$ cat config.mk
export PLATFORM = sky130hd
export DESIGN_NAME = menu_ctrl_flat
export DESIGN_NICKNAME = d
export VERILOG_FILES = /design/src/rtl/menu_ctrl_pkg.sv /design/src/rtl/menu_ctrl_if.sv /design/src/rtl/seq_divider.sv /design/src/rtl/menu_ctrl.sv /design/src/flat_wrapper.sv
export SDC_FILE = /design/constraint.sdc
export NUM_CORES = 1
export LEC_CHECK = 0
export ABC_AREA = 1
export CORE_MARGIN = 4
export CORE_UTILIZATION = 39
export CTS_CLUSTER_SIZE = 30
export DETAILED_ROUTE_END_ITERATION = 16
export PLACE_DENSITY = 0.68
export RECOVER_POWER = 100
export SKIP_LAST_GASP = 1
export SYNTH_ARGS = -nofsm -noshare
export SYNTH_HDL_FRONTEND = slang
export SYNTH_SLANG_ARGS = --single-unit
export TNS_END_PERCENT = 20
$ cat constraint.sdc
create_clock -name clk -period 4.02 [get_ports clk]
set_input_delay 0.804 -clock clk [delete_from_list [all_inputs] [get_ports clk]]
set_output_delay 0.804 -clock clk [all_outputs]
set_load 0.01 [all_outputs]
$ cat src/rtl/menu_ctrl_pkg.sv
// Shared definitions for the typing-game menu controller.
//   state_e        : controller FSM encoding
//   TIME_TBL/WORD_TBL : selectable values indexed by the 2-bit menu index
//   WPM_MAX/ACC_MAX   : clamp limits applied to incoming game results
package menu_ctrl_pkg;

  typedef enum logic [2:0] {
    MENU    = 3'd0,
    GAME    = 3'd1,
    UPDATE  = 3'd2,
    DIV_WPM = 3'd3,
    DIV_ACC = 3'd4
  } state_e;

  localparam logic [3:0][6:0] TIME_TBL = {7'd120, 7'd60, 7'd30, 7'd15};
  localparam logic [3:0][6:0] WORD_TBL = {7'd100, 7'd50, 7'd25, 7'd10};

  localparam logic [9:0] WPM_MAX = 10'd999;
  localparam logic [9:0] ACC_MAX = 10'd100;

  function automatic logic [6:0] value_of(logic m, logic [1:0] idx);
    return m ? WORD_TBL[idx] : TIME_TBL[idx];
  endfunction

  function automatic logic [9:0] clamp10(logic [9:0] x, logic [9:0] lim);
    return (x > lim) ? lim : x;
  endfunction

endpackage

$ cat src/rtl/menu_ctrl_if.sv
// Menu controller bus: key pulses and game results in, menu/stat outputs out.
//   slave  : controller side
//   master : driver side (game core / keypad / bench)
interface menu_if;
  import menu_ctrl_pkg::*;

  logic       btn_up, btn_down, btn_mode, btn_enter;
  logic       game_done;
  logic [9:0] res_wpm, res_acc;
  logic       mode;
  logic [6:0] value;
  logic       start, in_game, busy;
  logic [9:0] wpm_best, wpm_average, acc_best, acc_average;

  modport slave (
    input  btn_up, btn_down, btn_mode, btn_enter, game_done, res_wpm, res_acc,
    output mode, value, start, in_game, busy,
           wpm_best, wpm_average, acc_best, acc_average
  );

  modport master (
    output btn_up, btn_down, btn_mode, btn_enter, game_done, res_wpm, res_acc,
    input  mode, value, start, in_game, busy,
           wpm_best, wpm_average, acc_best, acc_average
  );
endinterface

$ cat src/rtl/seq_divider.sv
// Restoring divider, one quotient bit per cycle, SUM_W cycles per division.
//   start    : load dividend/divisor (overrides a division in flight)
//   done     : high in the last step cycle; quotient is valid with it
//   quotient : low OUT_W bits of dividend / divisor (divisor must be nonzero)
module seq_divider
  import menu_ctrl_pkg::*;
#(
  parameter int SUM_W = 18,
  parameter int CNT_W = 8,
  parameter int OUT_W = 10
) (
  input  logic             clk,
  input  logic             rst,
  input  logic             start,
  input  logic [SUM_W-1:0] dividend,
  input  logic [CNT_W-1:0] divisor,
  output logic             done,
  output logic [OUT_W-1:0] quotient
);
  localparam int SC_W = $clog2(SUM_W);
  localparam logic [SC_W-1:0] LAST = SC_W'(SUM_W - 1);

  logic             run_q, run_d;
  logic [SUM_W-1:0] quo_q, quo_d, step_quo;
  logic [CNT_W-1:0] rem_q, rem_d, dvs_q, dvs_d, step_rem;
  logic [SC_W-1:0]  cnt_q, cnt_d;
  logic [CNT_W:0]   shifted, diff;
  logic             ge;

  // Remainder stays below the divisor, so CNT_W+1 bits hold the shifted value;
  // the borrow bit of the trial subtraction tells whether it fits.
  always_comb begin
    shifted  = {rem_q, quo_q[SUM_W-1]};
    diff     = shifted - {1'b0, dvs_q};
    ge       = ~diff[CNT_W];
    step_rem = ge ? diff[CNT_W-1:0] : shifted[CNT_W-1:0];
    step_quo = {quo_q[SUM_W-2:0], ge};
  end

  always_comb begin
    run_d    = run_q;
    quo_d    = quo_q;
    rem_d    = rem_q;
    dvs_d    = dvs_q;
    cnt_d    = cnt_q;
    done     = 1'b0;
    quotient = step_quo[OUT_W-1:0];
    if (run_q) begin
      quo_d = step_quo;
      rem_d = step_rem;
      cnt_d = cnt_q + 1'b1;
      if (cnt_q == LAST) begin
        done  = 1'b1;
        run_d = 1'b0;
      end
    end
    if (start) begin
      run_d = 1'b1;
      quo_d = dividend;
      rem_d = '0;
      dvs_d = divisor;
      cnt_d = '0;
    end
  end

  always_ff @(posedge clk or negedge rst) begin
    if (!rst) begin
      run_q <= 1'b0;
      quo_q <= '0;
      rem_q <= '0;
      dvs_q <= '0;
      cnt_q <= '0;
    end else begin
      run_q <= run_d;
      quo_q <= quo_d;
      rem_q <= rem_d;
      dvs_q <= dvs_d;
      cnt_q <= cnt_d;
    end
  end
endmodule

$ cat src/rtl/menu_ctrl.sv
// Typing-game menu controller: time/word selection, game launch, and
// best/average WPM and accuracy statistics.
//   clk, rst : clock, asynchronous active-low reset
//   bus      : menu_if.slave (keys, game results, menu and statistic outputs)
module menu_ctrl
  import menu_ctrl_pkg::*;
#(
  parameter int SUM_W = 18,
  parameter int CNT_W = 8
) (
  input logic   clk,
  input logic   rst,
  menu_if.slave bus
);
  state_e           state_q, state_d;
  logic             mode_q, mode_d, start_q, start_d;
  logic [1:0]       idx_q, idx_d;
  logic [9:0]       wres_q, wres_d, ares_q, ares_d;
  logic [9:0]       wbest_q, wbest_d, abest_q, abest_d;
  logic [9:0]       wavg_q, wavg_d, aavg_q, aavg_d;
  logic [SUM_W-1:0] wsum_q, wsum_d, asum_q, asum_d;
  logic [CNT_W-1:0] cnt_q, cnt_d;

  logic             div_start, div_done;
  logic [SUM_W-1:0] div_dividend;
  logic [CNT_W-1:0] div_divisor;
  logic [9:0]       div_quot;

  seq_divider #(.SUM_W(SUM_W), .CNT_W(CNT_W), .OUT_W(10)) u_div (
    .clk      (clk),
    .rst      (rst),
    .start    (div_start),
    .dividend (div_dividend),
    .divisor  (div_divisor),
    .done     (div_done),
    .quotient (div_quot)
  );

  always_comb begin
    state_d      = state_q;
    mode_d       = mode_q;
    idx_d        = idx_q;
    start_d      = 1'b0;
    wres_d       = wres_q;
    ares_d       = ares_q;
    wbest_d      = wbest_q;
    abest_d      = abest_q;
    wavg_d       = wavg_q;
    aavg_d       = aavg_q;
    wsum_d       = wsum_q;
    asum_d       = asum_q;
    cnt_d        = cnt_q;
    div_start    = 1'b0;
    div_dividend = asum_q;
    div_divisor  = cnt_q;
    case (state_q)
      MENU: begin
        if (bus.btn_enter) begin
          start_d = 1'b1;
          state_d = GAME;
        end else if (bus.btn_mode) begin
          mode_d = ~mode_q;
        end else if (bus.btn_up ^ bus.btn_down) begin
          idx_d = bus.btn_up ? idx_q + 2'd1 : idx_q - 2'd1;
        end
      end
      GAME: begin
        // Results are only valid alongside game_done, so capture them here.
        if (bus.game_done) begin
          wres_d  = clamp10(bus.res_wpm, WPM_MAX);
          ares_d  = clamp10(bus.res_acc, ACC_MAX);
          state_d = UPDATE;
        end
      end
      UPDATE: begin
        if (wres_q > wbest_q) wbest_d = wres_q;
        if (ares_q > abest_q) abest_d = ares_q;
        if (cnt_q != {CNT_W{1'b1}}) begin
          wsum_d       = wsum_q + SUM_W'(wres_q);
          asum_d       = asum_q + SUM_W'(ares_q);
          cnt_d        = cnt_q + 1'b1;
          div_start    = 1'b1;
          div_dividend = wsum_d;
          div_divisor  = cnt_d;
          state_d      = DIV_WPM;
        end else begin
          state_d = MENU;
        end
      end
      DIV_WPM: begin
        // Hand the shared divider straight over to the accuracy division.
        if (div_done) begin
          wavg_d    = div_quot;
          div_start = 1'b1;
          state_d   = DIV_ACC;
        end
      end
      DIV_ACC: begin
        if (div_done) begin
          aavg_d  = div_quot;
          state_d = MENU;
        end
      end
      default: state_d = MENU;
    endcase
  end

  always_ff @(posedge clk or negedge rst) begin
    if (!rst) begin
      state_q <= MENU;
      mode_q  <= 1'b0;
      idx_q   <= '0;
      start_q <= 1'b0;
      wres_q  <= '0;
      ares_q  <= '0;
      wbest_q <= '0;
      abest_q <= '0;
      wavg_q  <= '0;
      aavg_q  <= '0;
      wsum_q  <= '0;
      asum_q  <= '0;
      cnt_q   <= '0;
    end else begin
      state_q <= state_d;
      mode_q  <= mode_d;
      idx_q   <= idx_d;
      start_q <= start_d;
      wres_q  <= wres_d;
      ares_q  <= ares_d;
      wbest_q <= wbest_d;
      abest_q <= abest_d;
      wavg_q  <= wavg_d;
      aavg_q  <= aavg_d;
      wsum_q  <= wsum_d;
      asum_q  <= asum_d;
      cnt_q   <= cnt_d;
    end
  end

  assign bus.mode        = mode_q;
  assign bus.value       = value_of(mode_q, idx_q);
  assign bus.start       = start_q;
  assign bus.in_game     = (state_q == GAME);
  assign bus.busy        = (state_q == UPDATE) || (state_q == DIV_WPM) || (state_q == DIV_ACC);
  assign bus.wpm_best    = wbest_q;
  assign bus.wpm_average = wavg_q;
  assign bus.acc_best    = abest_q;
  assign bus.acc_average = aavg_q;
endmodule

$ cat src/flat_wrapper.sv
// flat-port wrapper written by rule: the top's interface ports become plain ports
module menu_ctrl_flat import menu_ctrl_pkg::*;
#(
  parameter int SUM_W = 18,
  parameter int CNT_W = 8
)
  (clk, rst, bus_btn_up, bus_btn_down, bus_btn_mode, bus_btn_enter, bus_game_done, bus_res_wpm, bus_res_acc, bus_mode, bus_value, bus_start, bus_in_game, bus_busy, bus_wpm_best, bus_wpm_average, bus_acc_best, bus_acc_average);
  menu_if bus_i ();
  input logic clk;
  input logic rst;
  input wire logic [$bits(bus_i.btn_up)-1:0] bus_btn_up;
  input wire logic [$bits(bus_i.btn_down)-1:0] bus_btn_down;
  input wire logic [$bits(bus_i.btn_mode)-1:0] bus_btn_mode;
  input wire logic [$bits(bus_i.btn_enter)-1:0] bus_btn_enter;
  input wire logic [$bits(bus_i.game_done)-1:0] bus_game_done;
  input wire logic [$bits(bus_i.res_wpm)-1:0] bus_res_wpm;
  input wire logic [$bits(bus_i.res_acc)-1:0] bus_res_acc;
  output wire logic [$bits(bus_i.mode)-1:0] bus_mode;
  output wire logic [$bits(bus_i.value)-1:0] bus_value;
  output wire logic [$bits(bus_i.start)-1:0] bus_start;
  output wire logic [$bits(bus_i.in_game)-1:0] bus_in_game;
  output wire logic [$bits(bus_i.busy)-1:0] bus_busy;
  output wire logic [$bits(bus_i.wpm_best)-1:0] bus_wpm_best;
  output wire logic [$bits(bus_i.wpm_average)-1:0] bus_wpm_average;
  output wire logic [$bits(bus_i.acc_best)-1:0] bus_acc_best;
  output wire logic [$bits(bus_i.acc_average)-1:0] bus_acc_average;
  assign bus_i.btn_up = bus_btn_up;
  assign bus_i.btn_down = bus_btn_down;
  assign bus_i.btn_mode = bus_btn_mode;
  assign bus_i.btn_enter = bus_btn_enter;
  assign bus_i.game_done = bus_game_done;
  assign bus_i.res_wpm = bus_res_wpm;
  assign bus_i.res_acc = bus_res_acc;
  assign bus_mode = bus_i.mode;
  assign bus_value = bus_i.value;
  assign bus_start = bus_i.start;
  assign bus_in_game = bus_i.in_game;
  assign bus_busy = bus_i.busy;
  assign bus_wpm_best = bus_i.wpm_best;
  assign bus_wpm_average = bus_i.wpm_average;
  assign bus_acc_best = bus_i.acc_best;
  assign bus_acc_average = bus_i.acc_average;
  menu_ctrl #(.SUM_W(SUM_W), .CNT_W(CNT_W)) u_core (.clk(clk), .rst(rst), .bus(bus_i));
endmodule
==> summary.txt, run 1 <==
Synthesis
  • #FFs+latches synth: 151
  • Netlist cell types: 48
  • Compound-Gate Fraction of Synth Area: 12.6%
  • Post-synth top cells: nand2_1 (311), dfrtp_1 (151), inv_1 (128), o21ai_0 (89), nor2_1 (84)
  • Post-synth EDFFs: 0
  • Multiplexer share of the synthesized area: 0.116%
  • Synth area leader: dfrtp_1
  • Synth warnings: 0
  • Synth Area in Adders: 8.83%
  • Seq/Total Area, Yosys: 43.9%
  • Most common cell in the netlist: nand2_1
  • Xor and xnor area share after synthesis: 3.04%
  • Synth Area in Simple Gates: 23.9%
  • Post-synthesis instance total: 1089
  • Mapped Area: 0.00861 mm²
  • Syn_nets: 1175
  • Largest cells by area after synthesis: dfrtp_1 (44%), nand2_1 (14%), ha_1 (8.1%)
  • Largest family of logic cells by synthesized area: simple AND/OR/NAND/NOR gates
  • Ys flop type: dfrtp_1
  • Syn Area/Cell: 7.91 µm²
  • Area share of the largest cell type after synthesis: 43.9%
  • FFs w/ async S/R, synth: 100%

Global routing
  • First-pass GRT wire length: 36000 µm
  • Largest net degree at the start of global routing: 83
  • Initial antenna violation count: 0
  • Vias in the first global route: 7259
  • Grt total ovfl: 0
  • Gr usage total: 18.1%

Critical path
  • FF-to-FF setup slack: 0.85 ns
  • Critical Path Fanout Max: 37
  • Critical path capture point type: flop
  • Startpoint class of the critical path: flop
  • Worst setup path class: reg -> reg
  • Critical path's largest stage delay: 1.15 ns
  • CP max-delay cell: nor3_1
  • Worst-path cell chain: nor3_1 > o21ai_4 > buf_4 > nand2_4 > nor2_1 > inv_1 > o21ai_0
  • R2r startpoint: u_core.state_q[2]
  • CP Launch Point: u_core.state_q[2]
  • Crit path DAT: 3.47 ns
  • CP required: 4.32 ns

Die
  • Die Height: 157 µm
  • Initial core utilization: 39.6%
  • Die width: 157 µm
  • # IOs: 78
  • CORE AREA: 0.0218 mm²
  • Die area: 0.0245 mm²
  • Number of cell rows: 54

Clock tree
  • Sink Count: 151
  • CTS Buffer Depth: 2
  • Htree depth: 4
  • Root cell of the clock tree: clkbuf_16
  • Resize count post-CTS: 0
  • Post CTS Setup Buffer Count: 0
  • Clk_lat worst skew: 0.43 ns
  • Cts-stage hold buffer count: 0
  • TritonCTS clock tree: yes
  • Reg clk slew, reported paths: 0.06 ns
  • Num CTS Buffers: 17

Drt
  • Pre-Repair DR Iteration Count: 6
  • Residual DRC: 0
  • Via count: 7445
  • Wire per inst: 14.5 µm
  • Routed vias/inst: 5.12
  • Final wirelength: 21100 µm
  • Final antenna-violating net count: 0
  • 1st-iter DRT viols: 479

Placement
  • GP Congestion: 0.831
  • Dpl hpwl: 15600 µm
  • Place WS: 1.37 ns
  • Post-Place Cells: 1425
  • Port Buffer Count: 77
  • Area of placed instances: 0.00963 mm²

Final layout
  • Register area: 0.00378 mm²
  • Filler instances: 2119
  • Final non-filler cell total: 1455
  • Inserted Diodes: 0
  • Share of layout cells above drive strength 1: 4.34%
  • NumNets Final: 1250
  • Util after Layout: 46.7%
  • Layout area overhead: 17.9%
  • Multi-input logic area: 0.00414 mm²
  • Finished layout cell area: 0.0101 mm²

Pwr
  • Design Power: 8.09 mW
  • Worst VDD drop: 0.374 mV
  • Power density cells: 797 mW/mm²
  • Static Leak: 5.13 nW

Run
  • Max cap viols: 1

Hold path
  • Class of the worst hold path: reg -> reg
  • HP Start: u_core.asum_q[17]

STA
  • Final Max Tran Viols: 83
  • Slew headroom: -45.3%
  • Worst-Margin Slew: 2.18 ns
  • Final Setup Violations: 0
  • Clock skew: 0.0112 ns
  • Worst setup margin: 0.849 ns
  • Hold WS: 0.468 ns
  • RSZ-0062 raised after global routing: no
  • Crit path time final: 3.17 ns
  • Final period util: 78.9%
  • Final Hold Vio Count: 0
  • Total negative slack: 0 ns
  • Max frequency: 315 MHz

Run status
  • Violated checks: capacitance limit, slew limit
  • Outcome: finished, violations left
-- cells by family (layout without fill, tap and decap cells) --
logic type	Yosys count	count (layout)
buffers and inverters	161	247
XOR/XNOR	29	29
multiplexers	1	1
AO/OA/AOI/OAI	192	192
flip-flops	151	151
adder cells (fa/ha/maj)	59	59
AND/OR/NAND/NOR	496	496
-- area by class of cell --
type	count	area share (%)
clock buffers	20	4.40
clock inverters	10	1.21
inverters	133	4.92
multi-input cells	777	40.8
flip-flops and latches	151	37.2
well taps	280	3.45
repair buffers	84	7.96
-- power by group --
group | leakage [nW] | total (mW) | internal [mW] | switching, mW
sequential | 1.85 | 2.52 | 2.05 | 0.465
clock | 0.275 | 1.59 | 0.930 | 0.657
combinational | 3.00 | 3.98 | 1.48 | 2.51
total | 5.13 | 8.09 | 4.46 | 3.63
-- flip-flops by register name, summed over array words and instances, names as in the netlist --
signal                  count
u_core.ares_q              10
u_core.asum_q              18
u_core.bus.acc_average     10
u_core.bus.acc_best        10
u_core.bus.mode             1
u_core.bus.start            1
u_core.bus.wpm_average     10
u_core.bus.wpm_best        10
u_core.cnt_q                8
u_core.idx_q                2
u_core.state_q              3
u_core.u_div.cnt_q          5
u_core.u_div.dvs_q          8
u_core.u_div.quo_q         18
u_core.u_div.rem_q          8
u_core.u_div.run_q          1
u_core.wres_q              10
u_core.wsum_q              18
-- metal layers --
metal / global-route usage [%] / share of wire, % / vias up
met3: 2.99 / 4.9 / 37
met5: 0 / 0 / -
li1: - / - / 3695
met2: 29.7 / 48 / 198
met4: 5.99 / 1.9 / 0
met1: 24.4 / 45 / 3515
-- cell usage in the layout (no fill, tap or decap), types with 7 or more instances in the layout --
cell type,instances
nand2_1,313
dfrtp_1,151
inv_1,129
o21ai_0,103
nor2_1,85
nand3_1,63
ha_1,56
dlygate4sd3_1,52
a21oi_1,44
clkdlybuf4s50_1,24
xor2_1,22
clkbuf_16,17
nor3_1,11
nand4_1,11
a22oi_1,10
o21bai_1,7
-- critical path, delay by kind of cell, from the launching register on --
family | cells | cell delay, ns
AO/OA/AOI/OAI | 2 | 0.21
flip-flops | 1 | 0.44
AND/OR/NAND/NOR | 3 | 1.84
buffers and inverters | 2 | 0.53
-- path summary, 6_finish.rpt --
check,endpoint,cells after the start
max reg2reg,u_core.u_div.quo_q[4],7
max in group asynchronous,u_core.wres_q[5],2
min,u_core.asum_q[17],1
min reg2reg,u_core.asum_q[17],1
max,u_core.u_div.quo_q[4],7
min in group asynchronous,u_core.idx_q[0],1
No activity file was read; power rests on OpenSTA's default activity.
==> run 2: changes to the inputs <==
- clock period: 4.02 -> 3.1 ns (I/O delays scaled with it)
==> run 2 against run 1 <==
The flow now finishes without violations. Hold slack better by 0.0031 ns. Cell area is 0.44% higher. Clock skew grew 0.0013 ns. Global-route usage decreased by 0.79 points. Critical path depth down 4. Via count decreased by 3.2%. Final cell count up 0.21%. Register-to-register slack lost 0.40 ns. Clock-buffer cell count is 1 lower. Core utilization grew 0.21 points.
==> summary.txt, run 2 (same netlist as run 1, synthesis figures left out) <==
Clock tree
  • Cts-stage hold buffer count: 0 (unchanged)
  • Resize count post-CTS: 0 (unchanged)
  • Htree depth: 4 (unchanged)
  • Sink Count: 151 (unchanged)
  • TritonCTS clock tree: yes
  • Post CTS Setup Buffer Count: 0 (unchanged)
  • Num CTS Buffers: 17 (unchanged)
  • Reg clk slew, reported paths: 0.06 ns (about the same)
  • CTS Buffer Depth: 2 (unchanged)
  • Clk_lat worst skew: 0.42 ns (about the same)
  • Root cell of the clock tree: clkbuf_16

Die
  • Die width: 157 µm (unchanged)
  • CORE AREA: 0.0218 mm² (unchanged)
  • Die Height: 157 µm (unchanged)
  • Number of cell rows: 54 (unchanged)
  • Initial core utilization: 39.6% (unchanged)
  • # IOs: 78 (unchanged)
  • Die area: 0.0245 mm² (unchanged)

Placement
  • GP Congestion: 0.867 (+4.4%)
  • Area of placed instances: 0.00967 mm² (+0.49%)
  • Place WS: 0.749 ns (-0.623 ns)
  • Dpl hpwl: 14900 µm (-4.4%)
  • Port Buffer Count: 77 (unchanged)

Pwr
  • Cell-internal power: 5.88 mW (+32%)
  • Design Power: 10.5 mW (+30%)
  • Power density cells: 1030 mW/mm² (+29%)
  • Worst VDD drop: 0.455 mV (+22%)
  • Static Leak: 5.14 nW (+0.11%)
  • P_sw: 4.59 mW (+27%)
  • Sequential cell fraction of total power: 31.0% (about the same)
  • Gate power share: 49.0% (-0.2 points)
  • Sw Ratio: 43.8% (-1.0 points)
  • Clock share of power: 20.0% (+0.4 points)

STA
  • Max frequency: 374 MHz
  • RSZ-0062 raised after global routing: no
  • Final period util: 86.2%
  • Slew headroom: 2.48% (+48 points)
  • Final Max Tran Viols: 0 (-100%)
  • Total negative slack: 0 ns (unchanged)
  • Crit path time final: 2.67 ns
  • Final Setup Violations: 0 (unchanged)
  • Clock skew: 0.0125 ns (+0.00132 ns)
  • Worst-Margin Slew: 1.46 ns (-0.717 ns)
  • Worst setup margin: 0.427 ns (-0.422 ns)
  • Final Hold Vio Count: 0 (unchanged)

Critical path
  • FF-to-FF setup slack: 0.45 ns (-0.40 ns)
  • CP required: 2.48 ns (-1.84 ns)
  • Crit path DAT: 2.05 ns (-1.42 ns)
  • Startpoint class of the critical path: flop
  • Worst setup path class: reg -> out
  • R2R cell count: 8 (+1)
  • Critical Path Fanout Max: 4 (-89%)
  • FF-to-FF End: u_core.u_div.quo_q[3]
  • Critical path capture point type: output pin
  • R2r startpoint: u_core.cnt_q[1]

Final layout
  • Most frequent cells in the layout: nand2_1 (314), dfrtp_1 (151), inv_1 (128), o21ai_0 (103), nor2_1 (84)
  • NumNets Final: 1253 (+0.24%)
  • Finished layout cell area: 0.0102 mm² (+0.44%)
  • Largest registers: u_core.asum_q x18, u_core.u_div.quo_q x18, u_core.wsum_q x18
  • Util after Layout: 46.9% (+0.21 points)
  • Inserted Diodes: 0 (unchanged)
  • Share of layout cells above drive strength 1: 4.33% (-0.011 points)
  • Layout area overhead: 18.4%
  • Most common cell after layout, fill and taps aside: nand2_1

Drt
  • Final antenna-violating net count: 0 (unchanged)
  • Pre-Repair DR Iteration Count: 5 (-1)
  • Residual DRC: 0 (unchanged)
  • 1st-iter DRT viols: 466 (-2.7%)
  • Via count: 7206 (-3.2%)
  • Final wirelength: 19900 µm (-5.8%)
  • Wire per inst: 13.6 µm (-6.0%)
  • Routed vias/inst: 4.94 (-3.4%)

Global routing
  • Initial antenna violation count: 0 (unchanged)
  • Grt total ovfl: 0 (unchanged)
  • Gr usage total: 17.3% (-0.79 points)
  • First-pass GRT wire length: 34700 µm (-3.6%)
  • Vias in the first global route: 7325 (+0.91%)
  • Largest net degree at the start of global routing: 63 (-24%)

Hold path
  • HP Start: u_core.asum_q[17]
  • Class of the worst hold path: reg -> reg
  • Worst Hold Path Cells: 1 (unchanged)
  • Worst hold endpoint: u_core.asum_q[17]

Run status
  • Outcome: finished, final reports clean

Run
  • Max cap viols: 0 (-1)
-- run 2: cell types whose count changed in the layout (fill, tap and decap cells not counted), sizes merged --
cell | previous run | this run
buf | 4 | 3
bufinv | 2 | 3
clkbuf | 24 | 27
clkdlybuf4s50 | 24 | 25
clkinv | 3 | 5
dlygate4sd3 | 52 | 51
inv | 136 | 134
-- run 2: worst max path at each step --
stage / start / to / slack, ns
floorplan: u_core.u_div.quo_q[17] / u_core.u_div.rem_q[0] / 1.08
global placement: bus_game_done / u_core.ares_q[5] / 0.82
detailed placement: u_core.u_div.quo_q[17] / u_core.u_div.rem_q[6] / 0.75
CTS: u_core.state_q[0] / bus_busy / 0.46
global route: u_core.cnt_q[1] / u_core.u_div.quo_q[4] / 0.17
finish: u_core.state_q[0] / bus_in_game / 0.43
-- run 2: metrics by stage --
step / std cells / hold slack (ns)
after floorplan: 1089 / 0.324
after global placement: 1428 / 0.456
after detailed placement: 1428 / 0.461
after CTS: 1458 / 0.184
after global routing: 1458 / 0.503
final: 1458 / 0.472
-- run 2: area by class of cell --
class / instances / area [µm²]
clock buffers: 19 / 443
clock inverters: 11 / 150
fillers: 2125 / 11600
inverters: 133 / 499
multi-input cells: 777 / 4140
flip-flops and latches: 151 / 3780
well taps: 280 / 350
repair buffers: 87 / 831
-- run 2: critical path, cell delays in order, from the launching register on --
cell and delay [ns]:
dfrtp_1 0.43, inv_1 0.09, nor3_1 0.43, dlygate4sd3_1 0.68
-- run 2: metal layers --
metal	global-route usage (%)	vias to the layer above	part of all wire, %
li1	-	3702	-
met1	22.8	3337	47
met2	28.7	137	48
met3	3.46	30	3.5
met4	5.66	0	1.9
met5	0	-	0
-- run 2: power groups by stage --
stage          registers [mW]  logic, mW  clock network, mW
3_5_place_dp             3.28       5.25                  0
3_3_place_gp             3.27       5.15                  0
5_1_grt                  3.36       5.98               2.23
4_1_cts                  3.26       5.32               2.14
6_report                 3.25       5.13               2.09
2_1_floorplan            3.15       3.86                  0
==> run 3: changes to the inputs <==
- HOLD_SLACK_MARGIN: default -> 0.12
==> results of run 3 <==
Final layout, timing and power as in run 2 (identical DEF).
